### config.mk
export PLATFORM = sky130hd
export DESIGN_NAME = march_step_ctrl
export DESIGN_NICKNAME = d
export VERILOG_FILES = /design/src/rtl/march_step_ctrl.sv
export SDC_FILE = /design/constraint.sdc
export NUM_CORES = 1
export LEC_CHECK = 0
export ABC_CLOCK_PERIOD_IN_PS = 6900
export BUFFER_PORTS_ARGS = -buffer_cell sky130_fd_sc_hd__buf_2
export CORE_AREA = 2 2 271 273
export DETAILED_ROUTE_END_ITERATION = 10
export DIE_AREA = 0 0 273 275
export GPL_TIMING_DRIVEN = 0
export PLACE_DENSITY = 0.66
export SYNTH_ARGS = -nofsm -noshare
export SYNTH_HDL_FRONTEND = slang
export SYNTH_SLANG_ARGS = --single-unit
### constraint.sdc
create_clock -name clk -period 6.9 [get_ports clk]
set_input_delay 0.69 -clock clk [delete_from_list [all_inputs] [get_ports clk]]
set_output_delay 0.69 -clock clk [all_outputs]
set_load 0.005 [all_outputs]
### src/rtl/march_step_ctrl.sv
// Sphere-tracing step controller for a single ray: alternates position FMA,
// scene query and t-advance FMA until hit, escape or step limit.
module march_step_ctrl #(
  parameter int unsigned MAX_STEPS = 64,
  parameter int unsigned STEP_W    = 7,
  parameter logic [31:0] HIT_EPS   = 32'h3a83126f,
  parameter logic [31:0] MAX_DIST  = 32'h41a00000
) (
  input  logic               clk,
  input  logic               rst_n,
  input  logic               valid_in,
  input  logic [95:0]        ray_origin,
  input  logic [95:0]        ray_dir,
  input  logic               obj_sel,
  output logic               ready_out,
  output logic               done_out,
  output logic               hit,
  output logic [31:0]        t_hit,
  output logic [STEP_W-1:0]  step_count,
  output logic               sq_valid_in,
  output logic [95:0]        sq_pos,
  output logic               sq_obj_sel,
  input  logic [31:0]        sq_distance,
  input  logic               sq_valid_out,
  output logic               fma_valid,
  output logic [95:0]        fma_a,
  output logic [31:0]        fma_s,
  output logic [95:0]        fma_c,
  input  logic [95:0]        fma_result,
  input  logic               fma_done
);

  localparam int unsigned FP_W  = 32;
  localparam int unsigned VEC_W = 3 * FP_W;
  localparam logic [FP_W-1:0] FP_ONE = 32'h3f800000;

  typedef enum logic [3:0] {
    IDLE, POS, POS_WAIT, QUERY, QUERY_WAIT, EVAL, ADV, ADV_WAIT, DONE
  } state_t;

  state_t state, state_next;

  logic [VEC_W-1:0]  origin_q, dir_q;
  logic [FP_W-1:0]   t_q, d_q;
  logic [STEP_W-1:0] steps_q;
  logic              res_hit_q;

  logic              accept;
  logic              d_is_hit;
  logic              step_limit;
  logic              t_escape;
  logic [FP_W-1:0]   t_new;

  logic              fma_valid_d;
  logic [VEC_W-1:0]  fma_a_d, fma_c_d;
  logic [FP_W-1:0]   fma_s_d;

  // Lane x sits in the top word; fp compares are magnitude-only.
  assign accept     = valid_in & ready_out;
  assign t_new      = fma_result[VEC_W-1 -: FP_W];
  assign d_is_hit   = d_q[FP_W-1] | (d_q[FP_W-2:0] < HIT_EPS[FP_W-2:0]);
  assign step_limit = (steps_q == STEP_W'(MAX_STEPS));
  assign t_escape   = (t_new[FP_W-2:0] > MAX_DIST[FP_W-2:0]);

  // State register
  always_ff @(posedge clk or negedge rst_n) begin
    if (!rst_n) state <= IDLE;
    else        state <= state_next;
  end

  // Next-state logic
  always_comb begin
    state_next = state;
    unique case (state)
      IDLE:       if (accept) state_next = POS;
      POS:        state_next = POS_WAIT;
      POS_WAIT:   if (fma_done) state_next = QUERY;
      QUERY:      state_next = QUERY_WAIT;
      QUERY_WAIT: if (sq_valid_out) state_next = EVAL;
      EVAL: begin
        if (d_is_hit || step_limit) state_next = DONE;
        else                        state_next = ADV;
      end
      ADV:        state_next = ADV_WAIT;
      ADV_WAIT: begin
        if (fma_done) state_next = t_escape ? DONE : POS;
      end
      DONE:       state_next = IDLE;
      default:    state_next = IDLE;
    endcase
  end

  // FMA request operands, registered so the strobe lines up with POS/ADV
  always_comb begin
    fma_valid_d = 1'b0;
    fma_a_d     = fma_a;
    fma_s_d     = fma_s;
    fma_c_d     = fma_c;
    unique case (state)
      IDLE: if (state_next == POS) begin
        fma_valid_d = 1'b1;
        fma_a_d     = ray_dir;
        fma_s_d     = '0;
        fma_c_d     = ray_origin;
      end
      ADV_WAIT: if (state_next == POS) begin
        fma_valid_d = 1'b1;
        fma_a_d     = dir_q;
        fma_s_d     = t_new;
        fma_c_d     = origin_q;
      end
      EVAL: if (state_next == ADV) begin
        fma_valid_d = 1'b1;
        fma_a_d     = {d_q, (VEC_W-FP_W)'(0)};
        fma_s_d     = FP_ONE;
        fma_c_d     = {t_q, (VEC_W-FP_W)'(0)};
      end
      default: ;
    endcase
  end

  // Datapath and registered outputs
  always_ff @(posedge clk or negedge rst_n) begin
    if (!rst_n) begin
      origin_q    <= '0;
      dir_q       <= '0;
      t_q         <= '0;
      d_q         <= '0;
      steps_q     <= '0;
      res_hit_q   <= 1'b0;
      ready_out   <= 1'b1;
      done_out    <= 1'b0;
      hit         <= 1'b0;
      t_hit       <= '0;
      step_count  <= '0;
      sq_valid_in <= 1'b0;
      sq_pos      <= '0;
      sq_obj_sel  <= 1'b0;
      fma_valid   <= 1'b0;
      fma_a       <= '0;
      fma_s       <= '0;
      fma_c       <= '0;
    end else begin
      ready_out   <= (state_next == IDLE);
      done_out    <= (state == DONE);
      sq_valid_in <= (state_next == QUERY);
      fma_valid   <= fma_valid_d;
      fma_a       <= fma_a_d;
      fma_s       <= fma_s_d;
      fma_c       <= fma_c_d;

      unique case (state)
        IDLE: if (accept) begin
          origin_q   <= ray_origin;
          dir_q      <= ray_dir;
          sq_obj_sel <= obj_sel;
          t_q        <= '0;
          steps_q    <= '0;
        end
        POS_WAIT:   if (fma_done) sq_pos <= fma_result;
        QUERY:      steps_q <= steps_q + STEP_W'(1);
        QUERY_WAIT: if (sq_valid_out) d_q <= sq_distance;
        EVAL:       res_hit_q <= d_is_hit;
        ADV_WAIT: if (fma_done) begin
          t_q       <= t_new;
          res_hit_q <= 1'b0;
        end
        DONE: begin
          hit        <= res_hit_q;
          t_hit      <= t_q;
          step_count <= steps_q;
        end
        default: ;
      endcase
    end
  end

endmodule

* Word level (Yosys, flattened, before mapping)
Cells that the tools add are included.
** Storage, ports and cells
- Register bits :: 633
- Bits in latches :: 0
- RAM bits :: 0
- Bits in read-only memories :: 0
- Bits of input ports :: 326
- Memories :: 0
** Operators by class
- Add/sub/neg operators :: 1
- Multipliers :: 0
- Divide/modulo/power cells :: 0
- $lt $le $gt $ge :: 2
- Equality and inequality tests :: 17
- Shifts and indexed selects :: 0
- Mux-type cells :: 29
- Bitwise gates (word level) :: 2
- Reduce and logical (&&, ||, !) cells :: 15
** Operators with widths (number)
- 96-bit two-way mux :: 6
- 96-bit one-hot mux with 3 select lines :: 2
- 32-bit two-way mux :: 5
- 32-bit one-hot mux with 3 select lines :: 1
- 32-bit one-hot mux with 2 select lines :: 1
- 4-bit one-hot mux with 8 select lines :: 1
- 31-bit greater-than comparator, second input constant :: 1
- 31-bit by 30-bit less-than comparator with 1-bit output, second input constant :: 1
- 4-bit two-way mux :: 6
- 4-bit by 3-bit equality test with 1-bit output, second input constant :: 5
- 7-bit one-hot mux with 2 select lines :: 1
- 4-bit by 2-bit equality test with 1-bit output, second input constant :: 3
- 2-bit inequality test, second input constant :: 5
- 2-bit AND reduction :: 5
- 4-bit by 1-bit equality test with 1-bit output, second input constant :: 2
- 4-bit zero test :: 2
- 7-bit by 1-bit adder with 7-bit output, second input constant :: 1
- 7-bit equality test, second input constant :: 1
- 7-bit two-way mux :: 1
- 2-bit nonzero test :: 3
- 4-bit equality test, second input constant :: 1
- 1-bit one-hot mux with 2 select lines :: 2
- 4-bit AND reduction :: 1
- 1-bit two-way mux :: 3
- 6 further kinds :: 6

* Logic depth before layout (Yosys ltp)
- Word-level depth :: 8
- Depth in mapped cells :: 10
- Depth with buffers taken out :: 7

* Worst setup path after synthesis
OpenSTA, ideal clock, no wires.
- Path type :: input to register
- Start :: in fma_result[66]
- End :: reg fma_a[0]
- Library setup time :: 125 ps
- Arrival :: 2342 ps
- Required time :: 6775 ps
- Path slack :: 4433 ps
- Stages :: 8
- Path buffers :: 2
- Cell sequence :: nor4_1 > nand4_1 > o211ai_1 > o22ai_4 > o21ai_2 > buf_6 > buf_6 > mux2_4
** On the way
- Longest elaborated chain between the ends :: 7
** Ends and longest elaborated chain
- from (decl) :: RTL line 29 : input logic [95:0] fma_result,
- 31-bit greater-than comparator (*) :: RTL line 63 : assign t_escape = (t_new[FP_W-2:0] > MAX_DIST[FP_W-2:0]);
- 4-bit two-way mux (*) (2 in a row) :: RTL line 86 : if (fma_done) state_next = t_escape ? DONE : POS;
- 4-bit one-hot mux with 8 select lines (*) :: RTL line 74 : unique case (state)
- 4-bit by 3-bit equality test with 1-bit output / 4-bit by 1-bit equality test with 1-bit output (equally long branches) :: RTL line 112, 100, 106
- 2-bit inequality test (no line)
- 4-bit AND reduction (no line) (*)
- to (signal assigned) :: RTL line 148 : fma_a <= fma_a_d;
- to (decl) :: RTL line 26 : output logic [95:0] fma_a,
Every way passes the cells marked *; elsewhere a longest branch is shown, timed or not.
A chain may end at the register's enable or synchronous reset.

* Worst setup path after layout
- Start :: reg state[2]
- End :: reg fma_a[2]
** On the way
- Longest elaborated chain between the ends :: 5
** Ends and longest elaborated chain
- from (decl) :: RTL line 41 : state_t state, state_next;
- from (signal assigned) :: RTL line 68 : else state <= state_next;
- 4-bit by 3-bit equality test with 1-bit output, or another cell as far along :: RTL line 74, 99
- 4-bit one-hot mux with 8 select lines :: RTL line 74
- 4-bit by 3-bit equality test with 1-bit output / 4-bit by 1-bit equality test with 1-bit output (equally long branches) :: RTL line 112, 100, 106
- 2-bit inequality test (no line)
- 4-bit AND reduction (no line)
Parallel ways exist; a longest one is shown, timed or not.

==> summary.md <==
| Metric | Value |
|---|---|
| Post-synth top area share | 58.6% |
| Post-synth EDFFs | 0 |
| Worst R2R Start | state[2] |
| Post-Syn Nets | 2,755 |
| CTS sink count | 633 |
| Final hold violations | 0 |
| Crit. End Element | flop |
| CTS tree | yes |
| Post-CTS Setup Bufs | 0 |
| Pwr/cell area | 452 nW/um^2 |
| Crit path cell chain | buf_2 > nor3_2 > nand4b_1 > nand3_1 > o22ai_4 > o21ai_2 > buf_6 > buf_6 > mux2_4 |
| Detail Route Antenna Nets | 0 |
| Drt total wl | 90,000 um |
| Port Buf Inserts | 690 |
| Synth cell types | 51 |
| TritonCTS buffer count | 73 |
| CP Max Fanout | 10 |
| Setup violators final | 0 |
| Starting Density | 37.3% |
| Worst Clk Skew | 0.0266 ns |
| FFs w/ async S/R, synth | 100% |
| H-tree depth | 3 |
| Final Util | 47.6% |
| F_max | 267 MHz |
| Die ar. | 75,100 um^2 |
| Post-layout instance area | 34,400 um^2 |
| R2R Path End | fma_a[2] |
| Crit path DAT | 4.23 ns |
| CP max-delay cell | nand4b_1 |
| Multi-input logic area | 10,300 um^2 |
| Die height | 275 um |
| Placer Congestion | 0.862 |
| Storage cell area | 15,800 um^2 |
| Post-place instance area | 31,800 um^2 |
| Area grow syn2layout | 27.5% |
| Worst reg-to-reg path cell count | 9 |
| Post-CTS Resized | 0 |
| Actual slew at the worst max-slew pin | 1.11 ns |
| Vias per cell | 5.01 |
| Synthesized area | 27,000 um^2 |
| Pins Over Slew Limit | 0 |
| Die width | 273 um |
| Worst stage delay on the critical path | 0.78 ns |
| Reg2reg setup slack | 3.15 ns |
| Core Area | 72,300 um^2 |
| Filler cells | 6,795 |
| Worst Setup SP | state[2] |
| Rel. slew slack | 25.9% |
| Run status | finished clean |
| Required time of the critical path | 7.38 ns |
| Max VDD drop | 225 uV |
| Synth top area cells | dfrtp_1, nand2_1, mux2_2 |
| Leak | 17.6 nW |
| Vias in the first global route | 20,943 |
| Root Driver | clkbuf_16 |
| Rows | 99 |
| First-pass GRT wire length | 132,000 um |
| DRC | 0 |
| DP HPWL | 66,600 um |
| Syn Inst Count | 2,427 |
| Worst-path clk slew | 0.06 ns |
| Pre-CTS setup slack | 2.92 ns |
| Period Utilization, post-route | 54.3% |
| Synth Register Bits | 633 |
| Most common cell on crit path | buf_6 |
| Maxcap violations | 0 |
| Final #Nets | 3,526 |
| Wirelength per Cell | 21.3 um |
| 1st-iter DRT viols | 1,506 |
| Total global routing overflow | 0 |
| Fin crit period | 3.75 ns |
| Hold Path Class | primary input to async pin |
| Syn. warnings | 0 |
| CTS Hold Buffers Added | 0 |
| Pin count of the biggest net entering global routing | 115 |
| Critical Path Source Type | flop |
| Clock latency on the worst-skew pair | 0.62 ns |
| Sequential cell area fraction in the yosys report | 58.7% |
| Via Count | 21,201 |
| RSZ-0062 raised after global routing | no |
| GRT Total Usage | 23.4% |
| Area leader, netlist | dfrtp_1 |
| Antenna violations before repair | 27 |
| Setup CP Type | flop to flop |
| Setup ws final | 3.15 ns |
| I/O Pins | 691 |
| Primary FF master, synth | dfrtp_1 |
| Critical path endpoint | fma_a[2] |
| Pre-antenna DRT Iters | 5 |
| Hold Worst Slack | 0.184 ns |
| Syn avg cell area | 11.1 um^2 |
| Maximum clock insertion buffer count | 3 |
| Share of post-route cells with drive strength above 1 | 34.6% |
[Yosys cell counts, types with 2 or more instances]
master	instances
nand2_1	885
dfrtp_1	632
mux2_2	171
a22o_1	153
clkbuf_1	107
mux2_4	100
mux2i_1	89
o21ai_0	86
inv_1	37
buf_1	19
mux2_1	17
buf_2	14
buf_6	14
nor2_1	12
a21oi_1	11
nand3_1	9
nor3_1	9
nor4_1	7
o22a_1	7
nand4_1	4
and3_1	3
buf_4	3
o211ai_1	3
and2_1	2
ha_1	2
nand2b_1	2
nand4b_1	2
o311ai_0	2
o31ai_1	2
o41ai_1	2
[logic make-up after synthesis]
group	count (synthesis)	synth area share [%]
mux	377	16.7
flops	633	58.7
buf+inv	194	3.20
compound gates	278	7.71
fa+ha+maj	2	0.0927
simple gates	943	13.6
[power by group]
| part | switching (mW) | total, mW | internal [mW] | leakage (nW) |
|---|---|---|---|---|
| logic | 2.62 | 5.13 | 2.51 | 8.48 |
| registers | 0.966 | 6.32 | 5.36 | 7.88 |
| clock network | 1.63 | 4.10 | 2.47 | 1.25 |
| total | 5.21 | 15.5 | 10.3 | 17.6 |
[worst min path at each step]
stage	endpoint	slack [ns]	cells past startpoint	start
final	sq_pos[69]	0.18	1	rst_n
after CTS	sq_pos[86]	0.19	1	rst_n
after global placement	sq_pos[24]	0.45	2	sq_pos[24]
after global routing	fma_s[7]	0.24	1	rst_n
after detailed placement	sq_pos[11]	0.46	2	sq_pos[11]
after floorplan	d_q[0]	0.39	0	rst_n
[flip-flops by register name (all words and copies together), names as in the netlist]
name,flops
dir_q,96
res_hit_q,1
sq_obj_sel,1
state,4
hit,1
fma_s,32
fma_a,96
step_count,7
sq_pos,96
fma_c,96
t_q,32
d_q,32
fma_valid,1
sq_valid_in,1
ready_out,1
origin_q,96
steps_q,7
done_out,1
t_hit,32
[per-layer routing]
layer	wire [um]	up-vias	track usage [%]
met1	38300	10551	30.8
met5	91	-	0.251
met2	42100	701	36.6
met3	6300	197	5.67
li1	-	9738	-
met4	3150	14	10.1
[cell type report]
type | count | area share [%]
Sequential cell | 633 | 46.0
Buffer | 157 | 2.10
Inverter | 37 | 0.404
Tap cell | 959 | 3.49
Clock buffer | 104 | 6.33
Clock inverter | 26 | 1.08
Timing Repair Buffer | 696 | 10.5
Multi-Input combinational cell | 1600 | 29.9
Antenna cell | 19 | 0.138
[layout by cell type (no fill, tap or decap), types with 11 or more instances in the layout]
cell and count:
buf_6 14, diode_2 19, buf_2 703, nor2_1 12, clkbuf_16 76, buf_1 19, dfrtp_1 632, o21ai_0 86
clkbuf_1 118, inv_1 37, mux2_2 171, mux2i_1 89, mux2_1 17, a22o_1 153, mux2_4 100, nand2_1 885
a21oi_1 11, clkbuf_8 17
[through the flow]
stage                     power [mW]  std cells  TNS (ns)
after CTS                       15.7       4212         0
after floorplan                 9.16       2427         0
after global routing            16.5       4228         0
final                           15.5       4231         0
after global placement          11.4       4076  -5418.11
after detailed placement        11.5       4082         0
[critical path, delay by kind of cell, from the launching register on]
kind | cells | cell delay (ns)
flip-flops | 1 | 0.36
AO/OA/AOI/OAI | 2 | 0.59
multiplexers | 1 | 0.32
buffers and inverters | 3 | 0.80
AND/OR/NAND/NOR | 3 | 1.53
Power figures use the tool's default switching activity.
